[src/rtl/alu_pipe.sv]
// Two-stage pipelined WISC ALU with valid/ready handshakes, back-pressure and flush.
// Define ALU_PIPE_OFL_EN to register signed overflow of add/sub/addi/subi on ofl.
module alu_pipe #(
  parameter int WIDTH = 16,
  parameter int SHW   = $clog2(WIDTH)
) (
  input  logic             clk,
  input  logic             rst,
  input  logic             flush,
  input  logic             in_valid,
  output logic             in_ready,
  input  logic [4:0]       opcode,
  input  logic [1:0]       funct,
  input  logic [WIDTH-1:0] rs,
  input  logic [WIDTH-1:0] rt,
  input  logic [WIDTH-1:0] pc,
  input  logic [7:0]       imm,
  output logic             out_valid,
  input  logic             out_ready,
  output logic [WIDTH-1:0] res,
  output logic             br_take,
  output logic             ofl
);

  // ADDC/SUB are the overflow-checked arithmetic ops; ADD is address generation.
  typedef enum logic [4:0] {
    OP_ZERO, OP_ADD, OP_ADDC, OP_SUB, OP_ANDN, OP_XOR,
    OP_ROL, OP_SLL, OP_ROR, OP_SRL, OP_BTR,
    OP_SEQ, OP_SLT, OP_SLE, OP_SCO,
    OP_BNEZ, OP_BEQZ, OP_BLTZ, OP_BGEZ,
    OP_PASSB, OP_SLBI
  } op_e;

  logic             s1_valid, s2_valid, s1_adv, accept;
  op_e              dec_op, s1_op;
  logic [WIDTH-1:0] dec_b, s1_a, s1_b;
  logic [WIDTH-1:0] simm5, zimm5, simm8, zimm8;

  assign s1_adv   = s1_valid && (!s2_valid || out_ready);
  assign in_ready = !s1_valid || s1_adv;
  assign accept   = in_valid && in_ready;

  assign simm5 = {{(WIDTH-5){imm[4]}}, imm[4:0]};
  assign zimm5 = {{(WIDTH-5){1'b0}}, imm[4:0]};
  assign simm8 = {{(WIDTH-8){imm[7]}}, imm};
  assign zimm8 = {{(WIDTH-8){1'b0}}, imm};

  always_comb begin
    dec_op = OP_ZERO;
    dec_b  = rt;
    case (opcode)
      5'b01000: begin dec_op = OP_SUB;  dec_b = simm5; end
      5'b01001: begin dec_op = OP_ADDC; dec_b = simm5; end
      5'b01010: begin dec_op = OP_ANDN; dec_b = zimm5; end
      5'b01011: begin dec_op = OP_XOR;  dec_b = zimm5; end
      5'b10100: begin dec_op = OP_ROL;  dec_b = zimm8; end
      5'b10101: begin dec_op = OP_SLL;  dec_b = zimm8; end
      5'b10110: begin dec_op = OP_ROR;  dec_b = zimm8; end
      5'b10111: begin dec_op = OP_SRL;  dec_b = zimm8; end
      5'b11010:
        case (funct)
          2'b00:   dec_op = OP_ROL;
          2'b01:   dec_op = OP_SLL;
          2'b10:   dec_op = OP_ROR;
          default: dec_op = OP_SRL;
        endcase
      5'b11011:
        case (funct)
          2'b00:   dec_op = OP_ADDC;
          2'b01:   dec_op = OP_SUB;
          2'b10:   dec_op = OP_XOR;
          default: dec_op = OP_ANDN;
        endcase
      5'b10000, 5'b10001, 5'b10011: begin dec_op = OP_ADD; dec_b = simm5; end
      5'b11001: dec_op = OP_BTR;
      5'b11100: dec_op = OP_SEQ;
      5'b11101: dec_op = OP_SLT;
      5'b11110: dec_op = OP_SLE;
      5'b11111: dec_op = OP_SCO;
      5'b01100: dec_op = OP_BNEZ;
      5'b01101: dec_op = OP_BEQZ;
      5'b01110: dec_op = OP_BLTZ;
      5'b01111: dec_op = OP_BGEZ;
      5'b11000: begin dec_op = OP_PASSB; dec_b = simm8; end
      5'b10010: begin dec_op = OP_SLBI;  dec_b = zimm8; end
      5'b00110, 5'b00111, 5'b00101, 5'b00100: begin dec_op = OP_PASSB; dec_b = pc; end
      default:  dec_op = OP_ZERO;
    endcase
  end

  always_ff @(posedge clk) begin
    if (rst) begin
      s1_valid <= 1'b0;
    end else if (flush) begin
      s1_valid <= 1'b0;
    end else if (accept) begin
      s1_valid <= 1'b1;
      s1_op    <= dec_op;
      s1_a     <= rs;
      s1_b     <= dec_b;
    end else if (s1_adv) begin
      s1_valid <= 1'b0;
    end
  end

  // Execute: operand b already carries rt, the extended immediate or pc.
  logic [WIDTH:0]   sum;
  logic [WIDTH-1:0] dif, rev, rol_r, ror_r, res_nxt;
  logic [SHW-1:0]   amt;
  logic [SHW:0]     lamt;
  logic             flag, br_nxt;

  assign sum   = {1'b0, s1_a} + {1'b0, s1_b};
  assign dif   = s1_b - s1_a;
  assign amt   = s1_b[SHW-1:0];
  assign lamt  = (SHW+1)'(WIDTH) - {1'b0, amt};
  assign ror_r = WIDTH'({s1_a, s1_a} >> amt);
  assign rol_r = WIDTH'({s1_a, s1_a} >> lamt);

  always_comb begin
    for (int i = 0; i < WIDTH; i++) rev[i] = s1_a[WIDTH-1-i];
  end

  always_comb begin
    res_nxt = '0;
    flag    = 1'b0;
    br_nxt  = 1'b0;
    case (s1_op)
      OP_ADD, OP_ADDC: res_nxt = sum[WIDTH-1:0];
      OP_SUB:   res_nxt = dif;
      OP_ANDN:  res_nxt = s1_a & ~s1_b;
      OP_XOR:   res_nxt = s1_a ^ s1_b;
      OP_ROL:   res_nxt = rol_r;
      OP_SLL:   res_nxt = s1_a << amt;
      OP_ROR:   res_nxt = ror_r;
      OP_SRL:   res_nxt = s1_a >> amt;
      OP_BTR:   res_nxt = rev;
      OP_SEQ:   flag = (s1_a == s1_b);
      OP_SLT:   flag = ($signed(s1_a) <  $signed(s1_b));
      OP_SLE:   flag = ($signed(s1_a) <= $signed(s1_b));
      OP_SCO:   flag = sum[WIDTH];
      OP_BNEZ:  begin flag = (s1_a != '0);     br_nxt = flag; end
      OP_BEQZ:  begin flag = (s1_a == '0);     br_nxt = flag; end
      OP_BLTZ:  begin flag = s1_a[WIDTH-1];    br_nxt = flag; end
      OP_BGEZ:  begin flag = !s1_a[WIDTH-1];   br_nxt = flag; end
      OP_PASSB: res_nxt = s1_b;
      OP_SLBI:  res_nxt = (s1_a << 8) | s1_b;
      default:  res_nxt = '0;
    endcase
    if (flag) res_nxt = {{(WIDTH-1){1'b0}}, 1'b1};
  end

  always_ff @(posedge clk) begin
    if (rst) begin
      s2_valid <= 1'b0;
      res      <= '0;
      br_take  <= 1'b0;
    end else if (flush) begin
      s2_valid <= 1'b0;
    end else if (s1_adv) begin
      s2_valid <= 1'b1;
      res      <= res_nxt;
      br_take  <= br_nxt;
    end else if (out_ready) begin
      s2_valid <= 1'b0;
    end
  end

  assign out_valid = s2_valid;

`ifdef ALU_PIPE_OFL_EN
  logic ofl_nxt, ofl_q;

  always_comb begin
    ofl_nxt = 1'b0;
    case (s1_op)
      OP_ADDC: ofl_nxt = (s1_a[WIDTH-1] == s1_b[WIDTH-1]) && (sum[WIDTH-1] != s1_a[WIDTH-1]);
      OP_SUB:  ofl_nxt = (s1_b[WIDTH-1] != s1_a[WIDTH-1]) && (dif[WIDTH-1] != s1_b[WIDTH-1]);
      default: ofl_nxt = 1'b0;
    endcase
  end

  always_ff @(posedge clk) begin
    if (rst)           ofl_q <= 1'b0;
    else if (flush)    ofl_q <= ofl_q;
    else if (s1_adv)   ofl_q <= ofl_nxt;
  end

  assign ofl = ofl_q;
`else
  assign ofl = 1'b0;
`endif

endmodule
[config.mk]
export PLATFORM = sky130hd
export DESIGN_NAME = alu_pipe
export DESIGN_NICKNAME = d
export VERILOG_FILES = /design/src/rtl/alu_pipe.sv
export SDC_FILE = /design/constraint.sdc
export NUM_CORES = 1
export LEC_CHECK = 0
export BUFFER_PORTS_ARGS = -buffer_cell sky130_fd_sc_hd__buf_2
export CAP_MARGIN = 20
export CORE_MARGIN = 2
export CORE_UTILIZATION = 45
export DETAILED_ROUTE_END_ITERATION = 8
export PLACE_DENSITY_LB_ADDON = 0.05
export REMOVE_ABC_BUFFERS = 1
export SYNTH_ARGS = -nofsm -noshare
export SYNTH_HDL_FRONTEND = slang
export SYNTH_SLANG_ARGS = --single-unit
[constraint.sdc]
create_clock -name clk -period 3.7 [get_ports clk]
set_clock_uncertainty 0.1 [all_clocks]
set_input_delay 0.74 -clock clk [delete_from_list [all_inputs] [get_ports clk]]
set_output_delay 0.74 -clock clk [all_outputs]
set_load 0.02 [all_outputs]
# [Yosys cells after proc, flatten, opt, wreduce, memory -nomap -nowiden]
# Cells that the tools add are included.
[totals] reg_bits=56 input_bits=68 output_inout_bits=20 wordCells=107
[classes] add_sub_neg=3 n_lt_le_gt_ge=2 eq_ne=51 shifts=4 n_mux=12 n_bitwise=6 n_reduce_logical=22
[ops] cell="one-hot mux 16 bit (11 select lines)" n=1
[ops] cell="one-hot mux 5 bit (22 select lines)" n=1
[ops] cell="equality test 5 bit (second input constant)" n=21
[ops] cell="equality test 5 x 4 -> 1 bit (second input constant)" n=16
[ops] cell="one-hot mux 16 bit (5 select lines)" n=1
[ops] cell="equality test 5 x 3 -> 1 bit (second input constant)" n=8
[ops] cell=">> shifter 32 x 4 -> 16 bit" n=1
[ops] cell=">> shifter 32 x 5 -> 16 bit" n=1
[ops] cell="adder 16 x 16 -> 17 bit" n=1
[ops] cell="bitwise AND 16 bit" n=1
[ops] cell="equality test 16 bit" n=1
[ops] cell="less-or-equal comparator 16 bit" n=1
[ops] cell="zero test 16 bit" n=1
[ops] cell="less-than comparator 16 bit" n=1
[ops] cell="two-way mux 16 bit" n=1
[ops] cell="inverter 16 bit" n=1
[ops] cell="OR 16 bit" n=1
[ops] cell="nonzero test 16 bit" n=1
[ops] cell="<< shifter 16 x 4 -> 16 bit" n=1
[ops] cell=">> shifter 16 x 4 -> 16 bit" n=1
[ops] cell="subtractor 16 bit" n=1
[ops] cell="XOR 16 bit" n=1
[ops] cell="OR reduction 5 bit" n=3
[ops] cell="one-hot mux 4 bit (3 select lines)" n=1
[ops] cell="other kinds (20)" n=32

# [Logic depth before layout (Yosys ltp)]
# Gate-level depths: netlist (run 1).
[logic_depth] ltp_word=6 mapped_depth=15 ltp_nobuf=12

# [Worst setup path before layout (run 1)]
# No wires, ideal clock.
[synth_path] path_kind="register to register" from="reg s1_b[0]" to="reg res[14]" setup_time_ns=0.125 arrival_ns=3.090 required_ns=3.475 path_slack_ns=0.385 path_stages_with_launch=16 n_path_buf=3 period_less_slack_ns=3.315 path_cell_list="edfxtp_1 > buf_6 > buf_4 > inv_1 > buf_2 > ha_1 > inv_1 > fa_1 > a211oi_1 > o211ai_1 > nand3_1 > o211ai_1 > a211oi_2 > and3_1 > nor3_1 > o41a_1"
[synth_between] elab_chain_len=4 word_cells_on_any_way=13 classes_between="add/sub (3); order compare (2); eq/ne (1); shift (4); mux (3)"
[synth_rtl] item="start, declared" line_no="36" text="logic [WIDTH-1:0] dec_b, s1_a, s1_b;"
[synth_rtl] item="start signal, assigned" line_no="100" text="s1_b <= dec_b;"
[synth_rtl] item="subtractor 5 x 4 -> 5 bit" line_no="116" text="assign lamt = (SHW+1)'(WIDTH) - {1'b0, amt};"
[synth_rtl] item=">> shifter 32 x 5 -> 16 bit" line_no="118" text="assign rol_r = WIDTH'({s1_a, s1_a} >> lamt);"
[synth_rtl] item="one-hot mux 16 bit (11 select lines)" line_no="128" text="case (s1_op)"
[synth_rtl] item="two-way mux 16 bit *" line_no="150" text="if (flag) res_nxt = {{(WIDTH-1){1'b0}}, 1'b1};"
[synth_rtl] item="end signal, assigned" line_no="162" text="res <= res_nxt;"
[synth_rtl] item="end, declared" line_no="20" text="output logic [WIDTH-1:0] res,"
# Mark *: on every way between the ends. The rest lies on a longest branch, timed or not.
# A chain may end at the register's enable or synchronous reset.

# [Worst setup path in the final report (run 1)]
# Same ends and word-level chain as after synthesis.

==> results summary, run 1 <==
The run finished with clean final reports. The maximum count of clock buffers along a single path is 2. The element type at the critical path start is a flip-flop.

The total of flip-flops plus latches after synthesis is 56. The relative slew slack came out at 0.232. Setup repair after global routing left no endpoint under its margin. The synthesized netlist cell count came out at 1080. For this run, the leading register cell type out of synthesis is sky130_fd_sc_hd__edfxtp_1. The number of clock buffers added by TritonCTS is 5. Of the cells placed in the final design, the portion with a size suffix greater than 1 is 0.178.

The total track usage came out at 0.372. Measured along the x axis, the die boundary spans 137 um. The placed wire-length estimate after detailed placement came out at 26400 um. The insertion delay to the later sink of the worst-skew pair is 0.32 ns.

The clock tree synthesis step divided the H-tree into 2 levels. The first detailed-routing pass ran for 5 iterations. The count of cells in the finished layout, fillers not included, comes to 1368.

The number of standard-cell rows in the floorplan is 48. For this design, the sink count on the clock tree is 56. The die footprint is 18800 um2. The proportion of register bits with asynchronous set or reset after synthesis is 0.

The number of buffers inserted for hold repair after clock tree synthesis is 0. The clock-pin slew on the worst setup and hold paths came out at 0.09 ns. The total DRC errors in the routed layout came out at 0.

Once the clock tree was built, the setup fixing pass inserted 0 buffers. The worst endpoint data arrival time is 3.40 ns. The time the worst path needs with I/O delays and setup is 3.31 ns.

The count of pins over their slew limit is 0. The placed cell count is 1360. The category of the most critical setup path is flip-flop to flip-flop.

Entering global routing, the biggest net connects 34 pins. The number of nets in the final layout came out at 1264. The number of buffers and inverters on the critical path came out at 1. The post-route fraction of the period consumed by the critical path is 0.895. TritonCTS built the clock tree. The power density of the placed cells is 255 nW/um2.

The final route contains 9118 vias. STA classifies the critical path endpoint as a flip-flop. The share of synthesized area in the top cell type comes to 0.139. The number of warnings reported in the yosys synthesis log is 0. Counting instances in the post-synthesis netlist gives the leading cell types as sky130_fd_sc_hd__nand2_1, sky130_fd_sc_hd__a21oi_1, sky130_fd_sc_hd__nor2_1. Dividing the detail-routed via count by the number of cells gives 6.67.

The delay of the slowest cell on the worst path is 0.46 ns. The maximum achievable frequency came out at 302 MHz. The number of max-capacitance violations reported is 0. The number of global-route vias before repair came out at 8214. The required time of the worst setup path came out at 3.79 ns.

The placer's final routability congestion estimate is 1.07. The total congestion overflow came out at 0. The first-pass GRT wire length is 51200 um. Of all cell types, the one taking the most synthesized area is sky130_fd_sc_hd__edfxtp_1.

The remaining number of nets flagged by the antenna check after routing is 0. Yosys instantiated no cell more often than sky130_fd_sc_hd__nand2_1. The path class of the tightest hold or removal check is flip-flop to flip-flop. The placed instances occupy a cell area of 8690 um2.

The final cell area excluding filler cells is 8860 um2. The number of ports placed on the die boundary is 88. The cell area that synthesis handed to floorplanning was 7980 um2. On the critical path the largest part of the delay comes from compound AO/OA/AOI/OAI gates. The maximum fanout along the worst path came out at 31. The slew at the pin closest to its max-slew limit is 1.14 ns. For this design the static power due to leakage is 3.64 nW. Traced cell by cell, the critical path runs through buf_4, ha_1, fa_1, a211o_1, a21oi_1, a21o_1, o21ai_0, a211oi_1, nor3_1, o41a_1. The sequential fraction of the synthesis area is 0.187. In this run the clock root is driven by a sky130_fd_sc_hd__clkbuf_16. By area the synthesized netlist is led by sky130_fd_sc_hd__edfxtp_1, sky130_fd_sc_hd__ha_1, sky130_fd_sc_hd__nand2_1, sky130_fd_sc_hd__a21oi_1, sky130_fd_sc_hd__dfxtp_1. The synthesis-to-layout area growth is 11.0%. The die height came out at 137 um. The slowest stage of the critical path is the sky130_fd_sc_hd__fa_1 cell. The core footprint came out at 17300 um2. Dividing the detail-routed wire length by the instance count gives 25.2 um.

The number of input and output port buffers inserted is 86. The number of distinct library cell variants in the gate-level netlist after synthesis is 88. The number of failing hold endpoints at the final stage is 0. The aggregate routed wire length came out at 34500 um.

For this configuration, the core starts out at a cell density of 0.461. The iteration-0 DRC count of the detailed router came out at 1089. Averaged over all synthesized cells, the footprint is 7.39 um2. The number of antenna diodes in the final layout is 0. IR analysis of the VDD net gives a maximum drop of 0.194 mV.

The number of flops mapped to enable cells by yosys is 37. Setup violations remaining at the end of the flow were counted as 0. The initial antenna violation count was 1.

In this run, post-CTS repair resized a total of 0 instances.
## final timing paths
kind,start,endpoint,slack (ns),depth (start not counted)
max,s1_b[0],res[14],0.39,10
min,br_take,br_take,0.40,2
max reg2reg,s1_b[0],res[14],0.39,10
min reg2reg,br_take,br_take,0.40,2
## worst min-delay path, cell delays in order, from the launching register on
cell and delay [ns]:
sky130_fd_sc_hd__dfxtp_1 0.33, sky130_fd_sc_hd__a21oi_1 0.06, sky130_fd_sc_hd__nor2_1 0.07
## kinds of logic after synthesis
kind of cell	after synthesis	share of synthesized area
AND/OR/NAND/NOR	386	0.225
AO/OA/AOI/OAI	365	0.306
buffers and inverters	148	0.0839
multiplexers	58	0.0950
flip-flops	56	0.187
adder cells (fa/ha/maj)	54	0.0865
XOR/XNOR	12	0.0165
other	1	0.000470
## area by class of cell
class	instances	area, um2
timing repair buffer	146	881
clock inverter	3	42.5
tap	225	282
fill	1734	8440
multi-input combinational	876	5820
inverter	57	214
sequential	56	1490
clock buffer	5	125
## layout by cell type (no fill, tap or decap), types with 11 or more instances in the layout
master,instances
sky130_fd_sc_hd__nand2_1,165
sky130_fd_sc_hd__a21oi_1,87
sky130_fd_sc_hd__buf_2,86
sky130_fd_sc_hd__nor2_1,81
sky130_fd_sc_hd__o21ai_0,67
sky130_fd_sc_hd__buf_4,60
sky130_fd_sc_hd__ha_1,52
sky130_fd_sc_hd__inv_1,51
sky130_fd_sc_hd__mux2i_1,37
sky130_fd_sc_hd__edfxtp_1,37
sky130_fd_sc_hd__nor3_1,33
sky130_fd_sc_hd__nand3_1,28
sky130_fd_sc_hd__a22oi_1,20
sky130_fd_sc_hd__o21ai_1,19
sky130_fd_sc_hd__dfxtp_1,19
sky130_fd_sc_hd__o211ai_1,18
sky130_fd_sc_hd__a211oi_1,16
sky130_fd_sc_hd__o22ai_1,15
sky130_fd_sc_hd__a221oi_1,14
sky130_fd_sc_hd__mux4_2,13
sky130_fd_sc_hd__nand2b_1,11
sky130_fd_sc_hd__a31oi_1,11
## power by group
group / switching, mW / leakage [nW] / internal, mW / total [mW]
logic: 0.617 / 3.07 / 0.336 / 0.952
registers: 0.0352 / 0.486 / 0.697 / 0.732
clock network: 0.255 / 0.0798 / 0.319 / 0.575
total: 0.907 / 3.64 / 1.35 / 2.26
## flip-flops by register name, summed over array words and instances (netlist names)
name,flops
br_take,1
out_valid,1
res,16
s1_a,16
s1_b,16
s1_op,5
s1_valid,1
## per-layer routing
metal / share of wire / track usage
met3: 0.11 / 0.0993
met4: 0.082 / 0.248
met5: 0.00035 / 0
met1: 0.38 / 0.468
met2: 0.43 / 0.556
## per-stage QoR
step                setup WS (ns)  hold WS (ns)  setup TNS (ns)  power, mW  utilization
detailed placement          0.496         0.382               0       1.66        0.502
global placement            0.561         0.371               0       1.66        0.502
CTS                         0.467         0.399               0       2.23        0.512
floorplan                  -0.702         0.375           -7.89       1.32            -
finish                      0.390         0.397               0       2.26        0.512
global route                0.291         0.432               0       2.35        0.512
No activity file was read; power rests on OpenSTA's default activity.
==> run 2: changes to the inputs <==
--- a/config.mk
+++ b/config.mk
@@ -5,10 +5,11 @@
 export SDC_FILE = /design/constraint.sdc
 export NUM_CORES = 1
 export LEC_CHECK = 0
+export ABC_AREA = 1
 export BUFFER_PORTS_ARGS = -buffer_cell sky130_fd_sc_hd__buf_2
 export CAP_MARGIN = 20
 export CORE_MARGIN = 2
-export CORE_UTILIZATION = 45
+export CORE_UTILIZATION = 30
 export DETAILED_ROUTE_END_ITERATION = 8
 export PLACE_DENSITY_LB_ADDON = 0.05
 export REMOVE_ABC_BUFFERS = 1
==> results summary, run 2 <==
The number of flops mapped to enable cells by yosys is 37 (unchanged). The met2 usage in global routing came out at 0.434 (was 0.556). The total track usage came to 0.271 (was 0.372).

The adder and majority gate portion of the synthesized area came out at 0.0860 (was 0.0865). The most common library cell in the layout ignoring fill and taps is sky130_fd_sc_hd__nand2_1 (unchanged). The largest family of logic cells by synthesized area is simple AND/OR/NAND/NOR gates (was compound AO/OA/AOI/OAI gates). The synthesis-to-layout area growth is 11.8% (was 11.0%). The maximum fanout along the worst path came out at 18 (was 31).

The maximum achievable frequency is 321 MHz (was 302 MHz). Most used cells in the layout excluding fill and tap cells: sky130_fd_sc_hd__nand2_1, sky130_fd_sc_hd__nand3_1, sky130_fd_sc_hd__inv_1 (was sky130_fd_sc_hd__nand2_1, sky130_fd_sc_hd__a21oi_1, sky130_fd_sc_hd__buf_2). The most frequent cell after synthesis was sky130_fd_sc_hd__nand2_1 (unchanged).

The overall via count from detail_route is 9792 (was 9118). The detailed-router iteration count before antenna repair is 7 (was 5). The mean area per synthesized cell is 5.74 um2 (was 7.39 um2). The category of the most critical setup path is flip-flop to flip-flop (unchanged). The met3 usage in global routing is 0.0359 (was 0.0993). The share of the synthesized area in compound gates (AO/OA/AOI/OAI) is 0.135 (was 0.306). The maximum number of pins on one net before global-route repair came out at 39 (was 34). The number of max-capacitance violations reported is 0 (unchanged). The number of nets in the final layout is 1591 (was 1264). The placed wire-length estimate after detailed placement was 30900 um (was 26400 um).

The number of global-route vias before repair is 9261 (was 8214). The cell type with the largest total area after synthesis is sky130_fd_sc_hd__nand2_1 (was sky130_fd_sc_hd__edfxtp_1). The static leakage power came to 4.53 nW (was 3.64 nW).

The iteration-0 DRC count of the detailed router is 1073 (was 1089). The area occupied by multi-input gates came out at 5670 um2 (was 5820 um2). The maximum count of clock buffers along a single path was 2 (unchanged). The number of cells upsized or downsized after cts came out at 0 (unchanged). Main area contributors after synthesis: sky130_fd_sc_hd__nand2_1, sky130_fd_sc_hd__nand3_1, sky130_fd_sc_hd__edfxtp_1, sky130_fd_sc_hd__ha_1, sky130_fd_sc_hd__inv_1 (was sky130_fd_sc_hd__edfxtp_1, sky130_fd_sc_hd__ha_1, sky130_fd_sc_hd__nand2_1, sky130_fd_sc_hd__a21oi_1, sky130_fd_sc_hd__dfxtp_1). The die width came out at 168 um (was 137 um). The placer's final routability congestion estimate is 0.956 (was 1.07). The number of buffers inserted for hold repair after clock tree synthesis was 0 (unchanged). The met1 track utilization from global routing came to 0.374 (was 0.468). Synth cell count leaders: sky130_fd_sc_hd__nand2_1, sky130_fd_sc_hd__nand3_1, sky130_fd_sc_hd__inv_1 (was sky130_fd_sc_hd__nand2_1, sky130_fd_sc_hd__a21oi_1, sky130_fd_sc_hd__nor2_1).

The share of the synthesized netlist area taken by xor and xnor gates is 0.00327 (was 0.0165). The area taken by flip-flops and latches is 1490 um2 (unchanged). The number of clock buffers inserted by TritonCTS was 5 (unchanged).

The count of H-tree levels built during CTS came to 2 (unchanged). The post-route fraction of the period consumed by the critical path came out at 0.841 (was 0.895). The time the worst path needs with I/O delays and setup came out at 3.11 ns (was 3.31 ns). The combined area of all synthesized cells came out at 8040 um2 (was 7980 um2). The first-pass GRT wire length is 57800 um (was 51200 um).

The die footprint came to 28100 um2 (was 18800 um2). The power density of the placed cells came out at 213 nW/um2 (was 255 nW/um2). The remaining number of nets flagged by the antenna check after routing is 0 (unchanged).

The element type at the critical path end is a flip-flop (unchanged). The post-CTS setup buffer count was 0 (unchanged). The dominant synthesized flop cell is sky130_fd_sc_hd__edfxtp_1 (unchanged). The element type at the critical path start was a flip-flop (unchanged).

The simple-gate portion of the synthesized area is 0.481 (was 0.225). The sequential fraction of the synthesis area came out at 0.186 (was 0.187). The total DRC errors in the routed layout is 0 (unchanged).

The sink count of the clock tree came out at 56 (unchanged). The clock root buffer is sky130_fd_sc_hd__clkbuf_16 (unchanged). The total congestion overflow came out at 0 (unchanged). The fraction of power consumed by the clock network came to 0.284 (was 0.254). The TritonCTS clock tree is yes (unchanged). The part of the power in combinational logic is 0.341 (was 0.422).

Regs by FF count: res x16, s1_a x16, s1_b x16 (unchanged). Run status: complete, no violations (unchanged). The power after layout came out at 1.91 mW (was 2.26 mW). The number of ports placed on the die boundary was 88 (unchanged).

The initial core utilization is 0.307 (was 0.461). The number of distinct library cell variants in the gate-level netlist after synthesis is 53 (was 88). The clock-pin slew on the worst setup and hold paths is 0.09 ns (about the same). The slew at the pin closest to its max-slew limit came out at 0.874 ns (was 1.14 ns).

The share of cells above drive strength 1 came out at 0.117 (was 0.178). The synthesized netlist cell count came to 1399 (was 1080). The die height is 168 um (was 137 um). The insertion delay to the later sink of the worst-skew pair came out at 0.32 ns (about the same). The detail-routed net length per standard cell came out at 21.2 um (was 25.2 um). The internal power contribution is 1.15 mW (was 1.35 mW).

The tightest hold margin came out at 0.369 ns (was 0.397 ns). The final core utilization came to 0.343 (was 0.512). The number of warnings reported in the yosys synthesis log was 0 (unchanged). The count of pins over their slew limit came to 0 (unchanged).

The classification of the worst-slack hold path was flip-flop to flip-flop (unchanged). The sequential group share of total power is 0.376 (was 0.324). The proportion of total power due to net switching came to 0.400 (was 0.402). The most heavily used metal layer in global routing is met2 (unchanged). The peak supply drop is 0.173 mV (was 0.194 mV). The required time of the worst setup path came out at 3.78 ns (was 3.79 ns).

The core footprint is 26200 um2 (was 17300 um2). The switching component of the power came to 766 uW (was 907 uW). The initial antenna violation count was 1 (unchanged). The aggregate routed wire length came out at 38300 um (was 34500 um).

The multiplexer area fraction after synthesis came out at 0 (was 0.0950). RSZ-0062 raised after global routing: false (unchanged). The filler cell count is 2983 (was 1734). The number of antenna diodes was 0 (unchanged).

The worst endpoint data arrival time is 3.20 ns (was 3.40 ns). The relative slew slack came out at 0.417 (was 0.232). The total of flip-flops plus latches after synthesis came out at 56 (unchanged). The number of standard-cell rows in the floorplan is 59 (was 48). The number of failing hold endpoints at the final stage is 0 (unchanged). The final number of setup-violating endpoints is 0 (unchanged). The share of the synthesized area in the top cell type came out at 0.223 (was 0.139). The mean number of vias per cell was 5.42 (was 6.67). The proportion of register bits with asynchronous set or reset after synthesis is 0 (unchanged). The number of input and output port buffers inserted was 86 (unchanged).
==> run 2: cell types whose count changed in the layout (fill, tap and decap cells not counted), sizes merged, moves of 11 or more <==
cell	delta
o22ai	-11
o21ai	-26
nand2	+321
a22oi	-19
nor2	+47
a221oi	-17
a211oi	-16
nor3	-29
nand2b	-11
inv	+93
mux2i	-39
mux4	-13
buf	-27
nand3	+213
==> run 2: layer usage <==
metal / share of wire / up-vias
met1: 0.45 / 4538
met3: 0.077 / 51
met5: 0 / -
met4: 0.036 / 0
met2: 0.44 / 459
li1: - / 4744
==> run 2: path summary, 6_finish.rpt <==
check / start / endpoint / slack [ns] / cells past startpoint
hold / removal: res[2] / res[2] / 0.37 / 2
hold reg to reg: res[2] / res[2] / 0.37 / 2
setup / recovery: s1_b[0] / res[2] / 0.59 / 12
setup reg to reg: s1_b[0] / res[2] / 0.59 / 12
==> run 2: area by class of cell <==
cell class	instances	share of cell area
clock buffer	5	0.0139
clock inverter	3	0.00251
inverter	151	0.0637
multi-input combinational	1136	0.632
sequential	56	0.166
tap	335	0.0467
timing repair buffer	119	0.0755
==> run 2: worst max-delay path, stage by stage, from the launching register on <==
cell	delay, ns
sky130_fd_sc_hd__edfxtp_1	0.58
sky130_fd_sc_hd__inv_4	0.26
sky130_fd_sc_hd__ha_1	0.24
sky130_fd_sc_hd__inv_1	0.13
sky130_fd_sc_hd__fa_1	0.43
sky130_fd_sc_hd__xnor2_1	0.18
sky130_fd_sc_hd__nor2_1	0.07
sky130_fd_sc_hd__a21oi_1	0.13
sky130_fd_sc_hd__nand2_1	0.08
sky130_fd_sc_hd__nor3_1	0.37
sky130_fd_sc_hd__o211ai_1	0.23
sky130_fd_sc_hd__nand2_1	0.11
sky130_fd_sc_hd__a21oi_1	0.06
==> run 2: cell families (layout without fill, tap and decap cells) <==
family	after synthesis	in the layout
simple gates	890	890
buf+inv	207	278
compound gates	188	188
flops	56	56
fa+ha+maj	54	54
xor+xnor	3	3
other cells	1	1
==> run 2: power by group through the flow <==
stage	clock network (mW)	logic (mW)	registers [mW]
CTS	0.549	0.643	0.718
floorplan	0	0.391	0.731
global placement	0	0.652	0.732
finish	0.543	0.652	0.719
global route	0.574	0.726	0.721
detailed placement	0	0.641	0.733
==> run 2: per-stage QoR <==
stage | cells | setup TNS (ns) | setup WS, ns | cell area (um2)
6_report | 1805 | 0 | 0.587 | 8980
5_1_grt | 1805 | 0 | 0.434 | 8980
4_1_cts | 1805 | 0 | 0.612 | 8980
3_5_place_dp | 1797 | 0 | 0.647 | 8830
3_3_place_gp | 1797 | 0 | 0.633 | 8830
2_1_floorplan | 1343 | -14.47 | -0.331 | 7730
